<file path="src/rtl/fifo_write_packer_if.sv">
// ---------------------------------------------------------------------------
// fifo_write_packer_if : serial input stream plus grouped FIFO write port
// Rev 1.0
// ---------------------------------------------------------------------------
`default_nettype none

interface fifo_write_packer_if #(
  parameter int DATA_WIDTH = 8,
  parameter int PAR_WRITE  = 4,
  parameter int CNT_W      = $clog2(PAR_WRITE + 1)
);
  logic [DATA_WIDTH-1:0]                 in_data;
  logic                                  in_valid;
  logic                                  in_ready;
  logic                                  flush;
  logic [PAR_WRITE-1:0][DATA_WIDTH-1:0]  out_data;
  logic [CNT_W-1:0]                      out_count;
  logic                                  out_valid;
  logic                                  out_ready;

  modport master (
    output in_data, in_valid, flush, out_ready,
    input  in_ready, out_data, out_count, out_valid
  );

  modport slave (
    input  in_data, in_valid, flush, out_ready,
    output in_ready, out_data, out_count, out_valid
  );
endinterface

`default_nettype wire

</file>
<file path="src/rtl/fifo_write_packer.sv">
// ---------------------------------------------------------------------------
// fifo_write_packer : packs serial words into PAR_WRITE-lane FIFO write groups
// Rev 1.0
// ---------------------------------------------------------------------------
`default_nettype none

module fifo_write_packer #(
  parameter int DATA_WIDTH = 8,
  parameter int PAR_WRITE  = 4,
  parameter int CNT_W      = $clog2(PAR_WRITE + 1)
) (
  input  logic                  clk,
  input  logic                  rst,
  fifo_write_packer_if.slave    bus
);

  localparam int               IDX_W    = (PAR_WRITE > 1) ? $clog2(PAR_WRITE) : 1;
  localparam logic [IDX_W-1:0] LAST_IDX = IDX_W'(PAR_WRITE - 1);

  typedef enum logic {FILL = 1'b0, HOLD = 1'b1} state_t;

  state_t                               state;
  logic [IDX_W-1:0]                     idx;
  logic [PAR_WRITE-1:0][DATA_WIDTH-1:0] lanes;
  logic [CNT_W-1:0]                     count;
  logic                                 in_ready_r;
  logic                                 out_valid_r;

  logic take;
  logic close_word;
  logic close_flush;

  // in_ready_r is only ever 1 in FILL, so it alone qualifies an input transfer
  assign take        = bus.in_valid && in_ready_r;
  assign close_word  = take && (bus.flush || (idx == LAST_IDX));
  assign close_flush = (state == FILL) && !take && bus.flush && (idx != '0);

  always_ff @(posedge clk) begin
    if (!rst) begin
      state       <= FILL;
      idx         <= '0;
      lanes       <= '0;
      count       <= '0;
      in_ready_r  <= 1'b0;
      out_valid_r <= 1'b0;
    end else begin
      case (state)
        FILL: begin
          for (int k = 0; k < PAR_WRITE; k++) begin
            if (take && (IDX_W'(k) == idx)) begin
              lanes[k] <= bus.in_data;
            end else if (close_word && (IDX_W'(k) > idx)) begin
              lanes[k] <= '0;
            end else if (close_flush && (IDX_W'(k) >= idx)) begin
              lanes[k] <= '0;
            end
          end

          if (close_word) begin
            count       <= CNT_W'(idx) + CNT_W'(1);
            state       <= HOLD;
            in_ready_r  <= 1'b0;
            out_valid_r <= 1'b1;
          end else if (close_flush) begin
            count       <= CNT_W'(idx);
            state       <= HOLD;
            in_ready_r  <= 1'b0;
            out_valid_r <= 1'b1;
          end else begin
            in_ready_r  <= 1'b1;
            if (take) begin
              idx <= idx + 1'b1;
            end
          end
        end

        HOLD: begin
          // Group and count stay frozen until the FIFO takes them
          if (bus.out_ready) begin
            state       <= FILL;
            idx         <= '0;
            in_ready_r  <= 1'b1;
            out_valid_r <= 1'b0;
          end
        end
      endcase
    end
  end

  assign bus.in_ready  = in_ready_r;
  assign bus.out_valid = out_valid_r;
  assign bus.out_data  = lanes;
  assign bus.out_count = count;

endmodule

`default_nettype wire
</file>
<file path="src/flat_wrapper.sv">
// flat-port wrapper written by rule: the top's interface ports become plain ports
module fifo_write_packer_flat 
#(
  parameter int DATA_WIDTH = 8,
  parameter int PAR_WRITE  = 4,
  parameter int CNT_W      = $clog2(PAR_WRITE + 1)
)
  (clk, rst, bus_in_data, bus_in_valid, bus_flush, bus_out_ready, bus_in_ready, bus_out_data, bus_out_count, bus_out_valid);
  fifo_write_packer_if #(.DATA_WIDTH(DATA_WIDTH), .PAR_WRITE(PAR_WRITE), .CNT_W(CNT_W)) bus_i ();
  input  logic clk;
  input  logic rst;
  input wire logic [$bits(bus_i.in_data)-1:0] bus_in_data;
  input wire logic [$bits(bus_i.in_valid)-1:0] bus_in_valid;
  input wire logic [$bits(bus_i.flush)-1:0] bus_flush;
  input wire logic [$bits(bus_i.out_ready)-1:0] bus_out_ready;
  output wire logic [$bits(bus_i.in_ready)-1:0] bus_in_ready;
  output wire logic [$bits(bus_i.out_data)-1:0] bus_out_data;
  output wire logic [$bits(bus_i.out_count)-1:0] bus_out_count;
  output wire logic [$bits(bus_i.out_valid)-1:0] bus_out_valid;
  assign bus_i.in_data = bus_in_data;
  assign bus_i.in_valid = bus_in_valid;
  assign bus_i.flush = bus_flush;
  assign bus_i.out_ready = bus_out_ready;
  assign bus_in_ready = bus_i.in_ready;
  assign bus_out_data = bus_i.out_data;
  assign bus_out_count = bus_i.out_count;
  assign bus_out_valid = bus_i.out_valid;
  fifo_write_packer #(.DATA_WIDTH(DATA_WIDTH), .PAR_WRITE(PAR_WRITE), .CNT_W(CNT_W)) u_core (.clk(clk), .rst(rst), .bus(bus_i));
endmodule
</file>
<file path="config.mk">
export PLATFORM = sky130hd
export DESIGN_NAME = fifo_write_packer_flat
export DESIGN_NICKNAME = d
export VERILOG_FILES = /design/src/rtl/fifo_write_packer_if.sv /design/src/rtl/fifo_write_packer.sv /design/src/flat_wrapper.sv
export SDC_FILE = /design/constraint.sdc
export NUM_CORES = 1
export LEC_CHECK = 0
export BUFFER_PORTS_ARGS = -buffer_cell sky130_fd_sc_hd__buf_2
export CORE_ASPECT_RATIO = 1.1
export CORE_MARGIN = 2
export CORE_UTILIZATION = 38
export CTS_BUF_LIST = sky130_fd_sc_hd__clkbuf_8
export CTS_CLUSTER_DIAMETER = 80
export DETAILED_ROUTE_END_ITERATION = 12
export GPL_TIMING_DRIVEN = 0
export HOLD_SLACK_MARGIN = 0.06
export PLACE_DENSITY = 0.62
export SLEW_MARGIN = 20
export SYNTH_ARGS = -nofsm -noshare
export SYNTH_HDL_FRONTEND = slang
export SYNTH_SLANG_ARGS = --single-unit
</file>
<file path="constraint.sdc">
create_clock -name clk -period 1.7 [get_ports clk]
set_clock_uncertainty 0.05 [all_clocks]
set_input_delay 0.085 -clock clk [delete_from_list [all_inputs] [get_ports clk]]
set_output_delay 0.085 -clock clk [all_outputs]
set_load 0.02 [all_outputs]
</file>
Word level (Yosys, flattened, before mapping)
Index checks and enable logic that the tools add are counted.

word-level totals
  flip-flop bits (word level) = 40
  output and inout bits = 37

operators by class
  add/subtract/negate cells = 2
  magnitude comparators = 8
  eq/ne operators = 9
  muxes and demuxes = 31
  bitwise logic cells = 1
  reductions and logical operators = 33

operator list
  cell                                                           number
  2-to-1 mux 8 bit                                               12
  logical AND 1 bit                                              17
  AND reduction 2 bit                                            6
  nonzero test 3 bit                                             4
  2-to-1 mux 1 bit                                               9
  2-to-1 mux 2 bit                                               4
  2-to-1 mux 3 bit                                               2
  != test 2 bit (second input constant)                          3
  one-hot mux 1 bit (2 select lines)                             3
  equality test 2 bit (first input constant)                     2
  >= comparator 1 x 2 -> 1 bit (first input constant)            2
  >= comparator 2 bit (first input constant)                     2
  greater-than comparator 1 x 2 -> 1 bit (first input constant)  2
  greater-than comparator 2 bit (first input constant)           2
  one-hot mux 2 bit (2 select lines)                             1
  AND reduction 4 bit                                            1
  nonzero test 2 bit                                             2
  adder 2 x 1 -> 3 bit (second input constant)                   1
  != test 3 x 1 -> 1 bit (second input constant)                 1
  adder 2 x 1 -> 2 bit (second input constant)                   1
  equality test 1 x 2 -> 1 bit (first input constant)            1
  equality test 2 bit (second input constant)                    1
  logical NOT 2 bit                                              1
  != test 2 x 1 -> 1 bit (second input constant)                 1
  3 further kinds                                                3

Depth between registers and ports, before layout
  depth after elaboration = 9
  depth in mapped cells = 6

Worst setup path before layout
No wires, ideal clock.

  path type = register to register
  start = register u_core.idx[0]
  end = register u_core.lanes (netlist bit u_core.bus.out_data[16])
  data arrival time = 1.449 ns
  data required time = 1.533 ns
  setup slack = 0.084 ns
  cell stages (with the launch flop) = 7
  period minus slack after synthesis = 1.616 ns
  path through = dfxtp_1 > inv_1 > ha_1 > nand2b_1 > o21ai_0 > a31oi_2 > a22o_1

between the ends
  word-level cells in the longest chain between the ends = 6

RTL lines
  what                                                               line                     text
  start, declared                                                    fifo_write_packer.sv:23  logic [IDX_W-1:0] idx;
  start signal, assigned                                             fifo_write_packer.sv:72  idx <= idx + 1'b1;
  equality test 2 bit                                                fifo_write_packer.sv:35  assign close_word = take && (bus.flush || (idx == LAST_IDX));
  logical OR 1 bit                                                   fifo_write_packer.sv:35
  logical AND 1 bit                                                  fifo_write_packer.sv:35
  logical AND 1 bit                                                  fifo_write_packer.sv:52  end else if (close_word && (IDX_W'(k) > idx)) begin
  nonzero test 3 bit (no line) or 2-to-1 mux 8 bit (tied branches)   --
  AND reduction 2 bit (no line) or 2-to-1 mux 8 bit (tied branches)  --
  end signal, assigned by index                                      fifo_write_packer.sv:51  lanes[k] <= bus.in_data;
  end, declared                                                      fifo_write_packer.sv:24  logic [PAR_WRITE-1:0][DATA_WIDTH-1:0] lanes;

Several ways; a longest one is shown, not always the timed one.
A chain may end at the register's enable or synchronous reset.

Worst setup path after layout
  start = register u_core.idx[0]
  end = register u_core.lanes (netlist bit u_core.bus.out_data[9])

Same word-level chain as after synthesis.

==> impl_metrics.py <==
metrics = {
    "yosys": {
        "synthTopCellsByCount": "40 x dfxtp_1, 23 x a22o_1, 22 x nand2_1",
        "ys.flop_type": "dfxtp_1",
        "synth_seq_cells": 40,
        "synthArstFlopShare_pct": 0,
        "ys_seq_area_share_pct": 52.85,
        "synth_top_area_share_pct": 52.85,
        "syn_area_per_cell_um2": 10.17,
        "syn-num-nets": 166,
        "synth_area_leaders": "dfxtp_1 53%, a22o_1 13%, nand2_1 5.5%, a21oi_1 4.0%, ha_1 3.3%",
        "yosys.area.top_type": "dfxtp_1",
        "ys_types": 36,
        "synthCells": 149,
        "synth_enable_flop_cells": 0,
        "synth_most_common_cell": "dfxtp_1",
        "ys_warn_count": 0,
        "syn_area_um2": 1515,
    },
    "pwr": {
        "peakVddDrop_v": 0.0004441,
        "powerDensity_nw_per_um2": 930.6,
        "p_total_mw": 1.971,
        "p_leak_nw": 0.9613,
    },
    "placed_design": {
        "gp_congestion": 0.8221,
        "hpwlAfterDp_mm": 2.909,
        "io_buffers": 49,
        "dp.cells": 250,
        "place_area_um2": 1826,
    },
    "routing": {
        "dr.pass1.iters": 4,
        "ant_nets": 0,
        "finalWirelength_mm": 4.160,
        "drt-vias-per-instance": 5.309,
        "drc": 0,
        "avgRoutedWirePerCell_um": 15.46,
        "dr.first_iter.drc_count": 66,
        "vias": 1428,
    },
    "cells_and_area": {
        "synthToLayoutAreaGrowth_pct": 39.80,
        "multiInputGateArea_um2": 720.7,
        "nFillCells": 363,
        "drive_gt1_share_pct": 35.94,
        "design_area_um2": 2118,
        "num_antenna_cells": 0,
        "layoutNonFillerInstCount": 269,
        "nets": 233,
        "regArea_um2": 809.5,
    },
    "setup_path": {
        "r2r_start": "u_core.idx[0]",
        "required_ns": 1.89,
        "crit_arrival_ns": 1.82,
        "cp_max_fo": 8,
        "r2r_slack_ns": 0.07,
        "critPathLaunchType": "flop",
        "reg2reg_depth": 5,
        "r2r-end": "u_core.bus.out_data[9]",
        "worstSetupPathType": "flop to flop",
        "critPathCaptureType": "flop",
    },
    "min_path": {
        "hold_path_class": "primary input to flop",
        "holdPathStages": 4,
        "min_to": "u_core.state",
        "worstHoldStart": "bus_out_ready",
    },
    "floorplanning": {
        "fp.dieH_um": 70.23,
        "fp.dieArea_um2": 4509,
        "row_count": 24,
        "core_um2": 3904,
        "io_pins": 50,
        "initial_core_util_pct": 38.81,
        "die-width_um": 64.21,
    },
    "global_route": {
        "overflow": 0,
        "grt_usage_pct": 19.48,
        "grt_pass1_wl_mm": 6.727,
        "antenna_found_initial": 0,
        "first_global_vias": 1381,
        "grt_max_degree": 13,
    },
    "timing": {
        "slew_viol_final": 0,
        "hold_slack_ns": 0.06539,
        "tightest_slew_ns": 0.4284,
        "finalCritPeriodShare_pct": 96.13,
        "fmax_mhz": 611.9,
        "tns_ns": 0,
        "max-slew-margin-rel_pct": 71.26,
        "period_minus_slack_ns": 1.634,
        "hold_viol": 0,
        "rsz0062_at_grt": "true",
        "setup_viol": 0,
    },
    "cts": {
        "clk_path_buf_depth": 2,
        "htree_levels": 2,
        "cts.clk_slew.worst_paths_ns": 0.07,
        "cts_root_buf": "clkbuf_8",
        "cts_buffers": 5,
        "cts_tree": "done",
        "clock_latency_ns": 0.28,
        "clkSinkCount": 40,
    },
    "outcome": {
        "outcome": "finished clean",
    },
    "flow_run": {
        "cap_violations": 0,
    },
}
==> cells by family after synthesis <==
group	Yosys count	share of synthesized area, %
buf+inv	12	3.220
compound gates	49	26.59
mux	1	0.7431
simple gates	42	12.72
fa+ha+maj	4	3.303
xor+xnor	1	0.5781
flops	40	52.85
==> metrics by stage <==
stage          utilization, %  worst slack (ns)
6_report                54.26           0.06580
4_1_cts                 53.30          0.002961
2_1_floorplan               -           0.08438
5_1_grt                 54.26          -0.02878
3_5_place_dp            46.76           -0.2423
3_3_place_gp            46.76           -0.1563
==> report_power, final <==
| part | switching, mW | leakage, nW | total [mW] | internal [mW] |
|---|---|---|---|---|
| Sequential | 0.0163 | 0.325 | 0.973 | 0.957 |
| Clock | 0.332 | 0.0593 | 0.762 | 0.430 |
| Combinational | 0.143 | 0.577 | 0.236 | 0.0928 |
==> layer usage <==
layer	global-route usage [%]	vias to the layer above	part of all wire, %
met5	0	-	0
met4	6.856	0	1.9
met3	6.280	9	6.9
met2	32.41	59	51
met1	23.49	686	40
li1	-	674	-
==> timing repair <==
item	CTS	global route
hold buffers	9	0
pin swaps	2	2
resized for setup	7	10
setup buffers	3	0
gates cloned	0	0
setup endpoints to repair	34	37
hold endpoints to repair	32	0
==> sequential cells by signal, summed over array words and instances, names as in the netlist <==
register              flops
u_core.bus.in_ready       1
u_core.bus.out_count      3
u_core.bus.out_data      32
u_core.bus.out_valid      1
u_core.idx                2
u_core.state              1
==> placed cells by master, fill, tap and decap left out, types with 2 or more instances in the layout <==
cell type / instances
a21oi_1: 12
a22o_1: 23
a31oi_4: 2
and3_1: 2
buf_2: 51
buf_4: 2
clkbuf_8: 5
dfxtp_1: 37
dfxtp_4: 2
dlygate4sd3_1: 9
ha_1: 2
inv_1: 7
nand2_1: 22
nand3_1: 2
nor2_1: 7
==> worst max-delay path by stage <==
stage                     cells past startpoint  slack, ns                 endpoint     startpoint
after CTS                                     5      0.003  u_core.bus.out_data[14]  u_core.idx[1]
after global placement                        6      -0.16   u_core.bus.out_data[3]  u_core.idx[0]
after global routing                          5      -0.03  u_core.bus.out_data[30]            rst
after detailed placement                      6      -0.24   u_core.bus.out_data[2]  u_core.idx[0]
final                                         5       0.07   u_core.bus.out_data[9]  u_core.idx[0]
after floorplan                               6       0.08  u_core.bus.out_data[16]  u_core.idx[0]
==> layout make-up <==
cell class | instances | share of cell area (%)
clock inverter | 3 | 1.831
clock buffer | 5 | 3.249
multi-input combinational | 97 | 34.02
buffer | 4 | 0.8860
sequential | 40 | 38.22
tap | 52 | 3.071
inverter | 7 | 1.240
timing repair buffer | 61 | 17.48
==> worst max-delay path: stages (launching register included) <==
cell	delay, ns
dfxtp_4	0.39
inv_1	0.09
ha_2	0.22
a211o_1	0.31
a31oi_4	0.33
a22o_1	0.20
Note: power is estimated with default switching activity, not from simulation.
